File: config.mk
export PLATFORM = sky130hd
export DESIGN_NAME = line_matrix_cfg
export DESIGN_NICKNAME = d
export VERILOG_FILES = /design/src/rtl/line_matrix_cfg.sv
export SDC_FILE = /design/constraint.sdc
export NUM_CORES = 1
export LEC_CHECK = 0
export ABC_AREA = 1
export BUFFER_PORTS_ARGS = -buffer_cell sky130_fd_sc_hd__buf_2
export CAP_MARGIN = 20
export CORE_MARGIN = 8
export CORE_UTILIZATION = 53
export DETAILED_ROUTE_END_ITERATION = 10
export PLACE_DENSITY_LB_ADDON = 0.1
export SYNTH_ARGS = -nofsm -noshare
export SYNTH_HDL_FRONTEND = slang
export SYNTH_SLANG_ARGS = --single-unit
File: constraint.sdc
create_clock -name clk -period 1.9 [get_ports clk]
set_input_delay 0.38 -clock clk [delete_from_list [all_inputs] [get_ports clk]]
set_output_delay 0.38 -clock clk [all_outputs]
set_load 0.02 [all_outputs]
File: src/rtl/line_matrix_cfg.sv
// Shadow routing table for the line matrix; a commit sweeps it out one output per cycle.
// Optional macro LINE_MATRIX_CFG_AUTO_COMMIT_EN: accepted writes also drive the matrix directly.
module line_matrix_cfg #(
  parameter int NUM_INPUTS    = 10,
  parameter int NUM_OUTPUTS   = 10,
  parameter int SETTLE_CYCLES = 2,
  localparam int IW = (NUM_INPUTS  > 1) ? $clog2(NUM_INPUTS)  : 1,
  localparam int OW = (NUM_OUTPUTS > 1) ? $clog2(NUM_OUTPUTS) : 1
) (
  input  logic          clk,
  input  logic          rst,
  input  logic          cfg_valid,
  output logic          cfg_ready,
  input  logic [OW-1:0] cfg_out_idx,
  input  logic [IW-1:0] cfg_in_idx,
  output logic          cfg_err,
  input  logic          commit,
  output logic          busy,
  output logic          done,
  input  logic [OW-1:0] rd_idx,
  output logic [IW-1:0] rd_data,
  output logic [IW-1:0] input_select,
  output logic [OW-1:0] output_select,
  output logic          sel_we
);

  typedef enum logic [1:0] {IDLE, SWEEP, SETTLE, DONE} state_t;

  localparam logic [OW:0]   OUT_LIM   = (OW+1)'(NUM_OUTPUTS);
  localparam logic [IW:0]   IN_LIM    = (IW+1)'(NUM_INPUTS);
  localparam logic [OW-1:0] LAST_OUT  = OW'(NUM_OUTPUTS - 1);
  localparam logic [3:0]    SETTLE_N  = 4'(SETTLE_CYCLES);

  state_t        state_q;
  logic [OW-1:0] cnt_q;
  logic [3:0]    settle_q;
  logic          pending_q;
  logic [IW-1:0] table_q [NUM_OUTPUTS];
  logic [IW-1:0] in_sel_q;
  logic [OW-1:0] out_sel_q;
  logic          sel_we_q;
  logic          done_q;
  logic          err_q;
  logic [IW-1:0] rd_q;

  logic hs, out_ok, in_ok, rd_ok, wr_ok, wr_bad;

  assign hs     = cfg_valid && (state_q == IDLE);
  assign out_ok = {1'b0, cfg_out_idx} < OUT_LIM;
  assign in_ok  = {1'b0, cfg_in_idx} < IN_LIM;
  assign rd_ok  = {1'b0, rd_idx} < OUT_LIM;
  assign wr_ok  = hs && out_ok && in_ok;
  assign wr_bad = hs && !(out_ok && in_ok);

  // Table writes land on the same edge as a commit, so a sweep started there sees them.
  always_ff @(posedge clk or posedge rst) begin
    if (rst) begin
      state_q   <= IDLE;
      cnt_q     <= '0;
      settle_q  <= '0;
      pending_q <= 1'b0;
      table_q   <= '{default: '0};
      in_sel_q  <= '0;
      out_sel_q <= '0;
      sel_we_q  <= 1'b0;
      done_q    <= 1'b0;
      err_q     <= 1'b0;
      rd_q      <= '0;
    end else begin
      err_q    <= wr_bad;
      rd_q     <= rd_ok ? table_q[rd_idx] : '0;
      sel_we_q <= 1'b0;
      done_q   <= 1'b0;
      if (wr_ok) begin
        table_q[cfg_out_idx] <= cfg_in_idx;
      end
      case (state_q)
        IDLE: begin
`ifdef LINE_MATRIX_CFG_AUTO_COMMIT_EN
          if (wr_ok) begin
            out_sel_q <= cfg_out_idx;
            in_sel_q  <= cfg_in_idx;
            sel_we_q  <= 1'b1;
          end
`endif
          if (commit || pending_q) begin
            state_q   <= SWEEP;
            cnt_q     <= '0;
            pending_q <= 1'b0;
          end
        end
        SWEEP: begin
          out_sel_q <= cnt_q;
          in_sel_q  <= table_q[cnt_q];
          sel_we_q  <= 1'b1;
          if (commit) begin
            pending_q <= 1'b1;
          end
          if (cnt_q == LAST_OUT) begin
            state_q  <= SETTLE;
            settle_q <= '0;
          end else begin
            cnt_q <= cnt_q + 1'b1;
          end
        end
        // The first settle edge only drops sel_we, so zero settle cycles still works.
        SETTLE: begin
          if (commit) begin
            pending_q <= 1'b1;
          end
          if (settle_q == SETTLE_N) begin
            state_q <= DONE;
            done_q  <= 1'b1;
          end else begin
            settle_q <= settle_q + 1'b1;
          end
        end
        default: begin
          if (commit) begin
            pending_q <= 1'b1;
          end
          state_q <= IDLE;
        end
      endcase
    end
  end

  assign cfg_ready     = (state_q == IDLE);
  assign busy          = (state_q != IDLE);
  assign done          = done_q;
  assign cfg_err       = err_q;
  assign rd_data       = rd_q;
  assign input_select  = in_sel_q;
  assign output_select = out_sel_q;
  assign sel_we        = sel_we_q;

endmodule

* Word-level counts from Yosys, hierarchy flattened
Cells that the tools add are included. Widths: inputs -> output; s select.
Storage, ports and cells: flip-flop bits (word level) 66, word-level logic and storage cells 84
Cells by class: add/sub/neg operators 2, $lt $le $gt $ge 7, eq/ne operators 9, muxes and demuxes 26, bitwise gates (word level) 3, reductions and logical operators 17
Operators by type and width (number):
- $bwmux 40 | 1
- $mux 4 | 10
- $bmux 4 s4 | 2
- $demux 4 s4 | 1
- $pmux 4 s2 | 2
- $ge 5x5->1 const B | 3
- $not 4->5 | 3
- $lt 4x4->1 const B | 3
- $reduce_and 3->1 | 3
- $add 4x1->4 const B | 2
- $ne 2x2->1 const B | 4
- $reduce_bool 2->1 | 4
- $logic_and 1x1->1 | 6
- $mux 1 | 6
- $mux 2 | 3
- $pmux 2 s3 | 1
- $lt 5x1->1 const B | 1
- $eq 4x2->1 const B | 1
- $eq 4x4->1 const B | 1
- $eq 2x1->1 const B | 1
- $eq 2x2->1 const B | 1
- $logic_not 2->1 | 1
- $ne 2x1->1 const B | 1
- $reduce_and 2->1 | 1
- other kinds (2) | 2

* Longest topological paths before layout
depth after elaboration 6, mapped depth 8, gate-level depth less buffers 8

* Worst setup path before layout
No wires, ideal clock.
path kind register to register, start point register state_q[0], end point register table_q[13] (netlist name), setup time 0.130 ns, data arrival time 1.536 ns, path slack 0.235 ns, stages on the path, launching flop included 8, period minus slack after synthesis 1.665 ns, cells stage by stage dfrtp_1 > inv_1 > ha_1 > nand2_1 > nor2_4 > nand3_1 > nand2_1 > o21ai_0
On the way: cells in the longest elaborated chain, start to end 4
RTL lines:
- start, declared | line 34 | state_t state_q;
- start signal, assigned | line 58 | state_q <= IDLE;
- start signal, assigned | line 87 | state_q <= SWEEP;
- start signal, assigned | line 100 | state_q <= SETTLE;
- $logic_not 2->1
- named net cfg_ready | line 13 | output logic cfg_ready,
- $logic_and 1x1->1 | line 48 | assign hs = cfg_valid && (state_q == IDLE);
- $logic_and 1x1->1 (2 in a row) | line 52 | assign wr_ok = hs && out_ok && in_ok;
- end signal, assigned by index | line 75 | table_q[cfg_out_idx] <= cfg_in_idx;
- end, declared | line 38 | logic [IW-1:0] table_q [NUM_OUTPUTS];
The timed path passes the listed nets, and every way through them passes these cells. A chain may end at the register's enable or synchronous reset.

* Worst setup path after layout
start point register state_q[0], end point output port busy
On the way: cells in the longest elaborated chain, start to end 1
RTL lines:
- $reduce_bool 2->1 | line 129 | assign busy = (state_q != IDLE);
- end, declared | line 18 | output logic busy,
No other way between the ends.

==> metrics.cfg <==
[finish]
nFillCells = 570
drive_gt1_share_pct = 12.7
final_area_mm2 = 0.00389
antenna_cells = 0
final_util_pct = 62.0
num-nets-final = 509
syn2layout_area_growth_pct = 13.8

[critical_path]
endpoint_kind = output port
critPathLaunchType = flop
cp_max_fo = 6
reg2reg_depth = 7
crit_required_ns = 1.52
crit_arrival_ns = 1.37
crit_type = reg -> out

[global_route]
antenna_found_initial = 0
grt_overflow = 0
grt_usage_pct = 20.2
grt_pass1_vias = 2890
grt_pass1_wl_um = 14200
grt_start_max_net_pins = 52

[drt]
viasPerCell = 5.44
ant_nets = 0
drt_pass1_iterations = 5
drtIter0Drc = 229
routedWlPerCell_um = 15.1
route.detailed.drc = 0
vias = 3083
routed_wl_um = 8560

[die]
core_mm2 = 0.00628
io_pins = 33
die_x_um = 96.3
initial_core_util_pct = 54.5
dieHeight_um = 96.3
placement_rows = 29
die_area_mm2 = 0.00928

[clock_network]
numCtsBuffers = 9
cts_tree = built
path_clk_slew_ns = 0.07
cts_max_path_buffers = 2
clock-sinks = 66
ctsResizeCount = 0
cts.htree.levels = 3
cts_hold_buf = 0
clk_latency_ns = 0.35
root_buffer = clkbuf_8
postCtsSetupBuffers = 0

[sta]
skew_ns = 0.00961
grt_setup_unrepaired = false
worstMarginPinSlew_ns = 0.449
setup_viol = 0
period_minus_slack_ns = 1.75
finalSetupTns_ns = 0
hold_viol_final = 0
hold_ws_ns = 0.00924
maxSlewHeadroom_pct = 69.8
slew_viol_final = 0
clock.fmax_ghz = 0.570
fin_crit_sh_pct = 92.3
timing.final.ws_setup_ns = 0.146

[logic_synthesis]
syn_area_mm2 = 0.00342
yosysWarnings = 0
synth_top_cell_by_area = dfrtp_1
ys_ff_latch = 66
synthDominantCellAreaShare_pct = 48.3
yosysSeqAreaShare_pct = 48.3
synthCells = 446
synth_fp_nets = 470
synth_area_per_cell_um2 = 7.66
ys_top_cells_by_area = dfrtp_1 48%, nand2_1 13%, o21ai_0 8.8%, nand3_1 6.7%, inv_1 4.9%
synth_cell_type_count = 26

[placement]
place_area_mm2 = 0.00370
hpwl_um = 6310
pre_cts_slack_ns = 0.288
numPortBuffers = 32
place_congestion = 0.874

[power_and_ir_drop]
irDropWorstVdd_mv = 0.956
p_leak_nw = 1.87
p_per_area_mw_per_mm2 = 1240

[run]
max_cap_violations = 0

[min_path]
hp-class = in -> async

[status]
outcome = finished clean

-- layout by cell type, fill, tap and decap left out, types with 2 or more instances in the layout --
cell type	instances
or2_2	2
a211oi_1	2
clkbuf_8	9
o21ai_0	60
dfrtp_1	66
xor2_1	2
nand3_1	46
ha_1	8
clkbuf_1	2
nor2_1	33
a21oi_1	22
o211ai_1	11
o21ai_1	4
buf_4	8
clkinvlp_4	3
nand2_1	122
inv_1	44
nand4_1	2
buf_2	32
clkinv_2	2
-- worst paths after layout --
check / start / to / slack [ns]
min in group clk: commit / pending_q / 0.26
worst min register to register: output_select[1] / output_select[1] / 0.48
worst min-delay path: rst / table_q[35] / 0.009
worst max register to register: state_q[1] / table_q[31] / 0.28
max in group asynchronous: rst / table_q[21] / 1.30
worst max-delay path: state_q[0] / busy / 0.15
-- kinds of logic after synthesis --
family	Yosys count	share of synthesized area (%)
AO/OA/AOI/OAI	102	16.3
AND/OR/NAND/NOR	208	25.1
adder cells (fa/ha/maj)	8	2.93
buffers and inverters	60	6.77
flip-flops	66	48.3
XOR/XNOR	2	0.513
-- Yosys cell counts, drive strengths merged --
master  instances
a21oi          23
nor3            1
dfrtp          66
o31ai           1
nor2           34
nand3          46
buf             5
nand2         123
nand4           2
clkinv          1
o211ai         11
ha              8
o21ai          64
a31oi           1
or2             2
a211oi          2
xor2            2
clkbuf          8
inv            46
-- final cells by class --
type                            instances  area (um2)  area share, %
Clock inverter                          5        55.1           1.42
Tap cell                               77        96.3           2.48
Multi-Input combinational cell        320        1540           39.5
Inverter                               47         180           4.63
Clock buffer                           11         131           3.38
Sequential cell                        66        1650           42.5
Timing Repair Buffer                   41         240           6.18
-- flip-flops by register name (all words and copies together) (netlist names) --
| name | flops |
|---|---|
| pending_q | 1 |
| cnt_q | 4 |
| rd_data | 4 |
| state_q | 2 |
| input_select | 4 |
| done | 1 |
| settle_q | 4 |
| cfg_err | 1 |
| sel_we | 1 |
| output_select | 4 |
| table_q | 40 |
-- critical path: stages (launching register included) --
cell     delay, ns
dfrtp_1       0.40
inv_1         0.08
ha_1          0.21
buf_4         0.16
inv_1         0.05
buf_2         0.15
-- stage by stage --
step	total power [W]	instances
final	0.00484	567
after global routing	0.00517	567
after CTS	0.00486	567
after detailed placement	0.00371	551
after global placement	0.00367	551
after floorplan	0.00317	446
-- where the power goes --
group          switching, W  internal (W)
sequential         0.000232       0.00173
clock              0.000558      0.000602
combinational       0.00112      0.000596
-- per-layer routing --
| layer | track usage (%) | vias to the layer above | routed length [um] |
|---|---|---|---|
| li1 | - | 1544 | - |
| met5 | 0 | - | 0 |
| met3 | 4.52 | 14 | 530 |
| met4 | 8.20 | 0 | 121 |
| met1 | 27.2 | 1433 | 4010 |
| met2 | 31.0 | 92 | 3900 |
No activity file was read; power rests on OpenSTA's default activity.
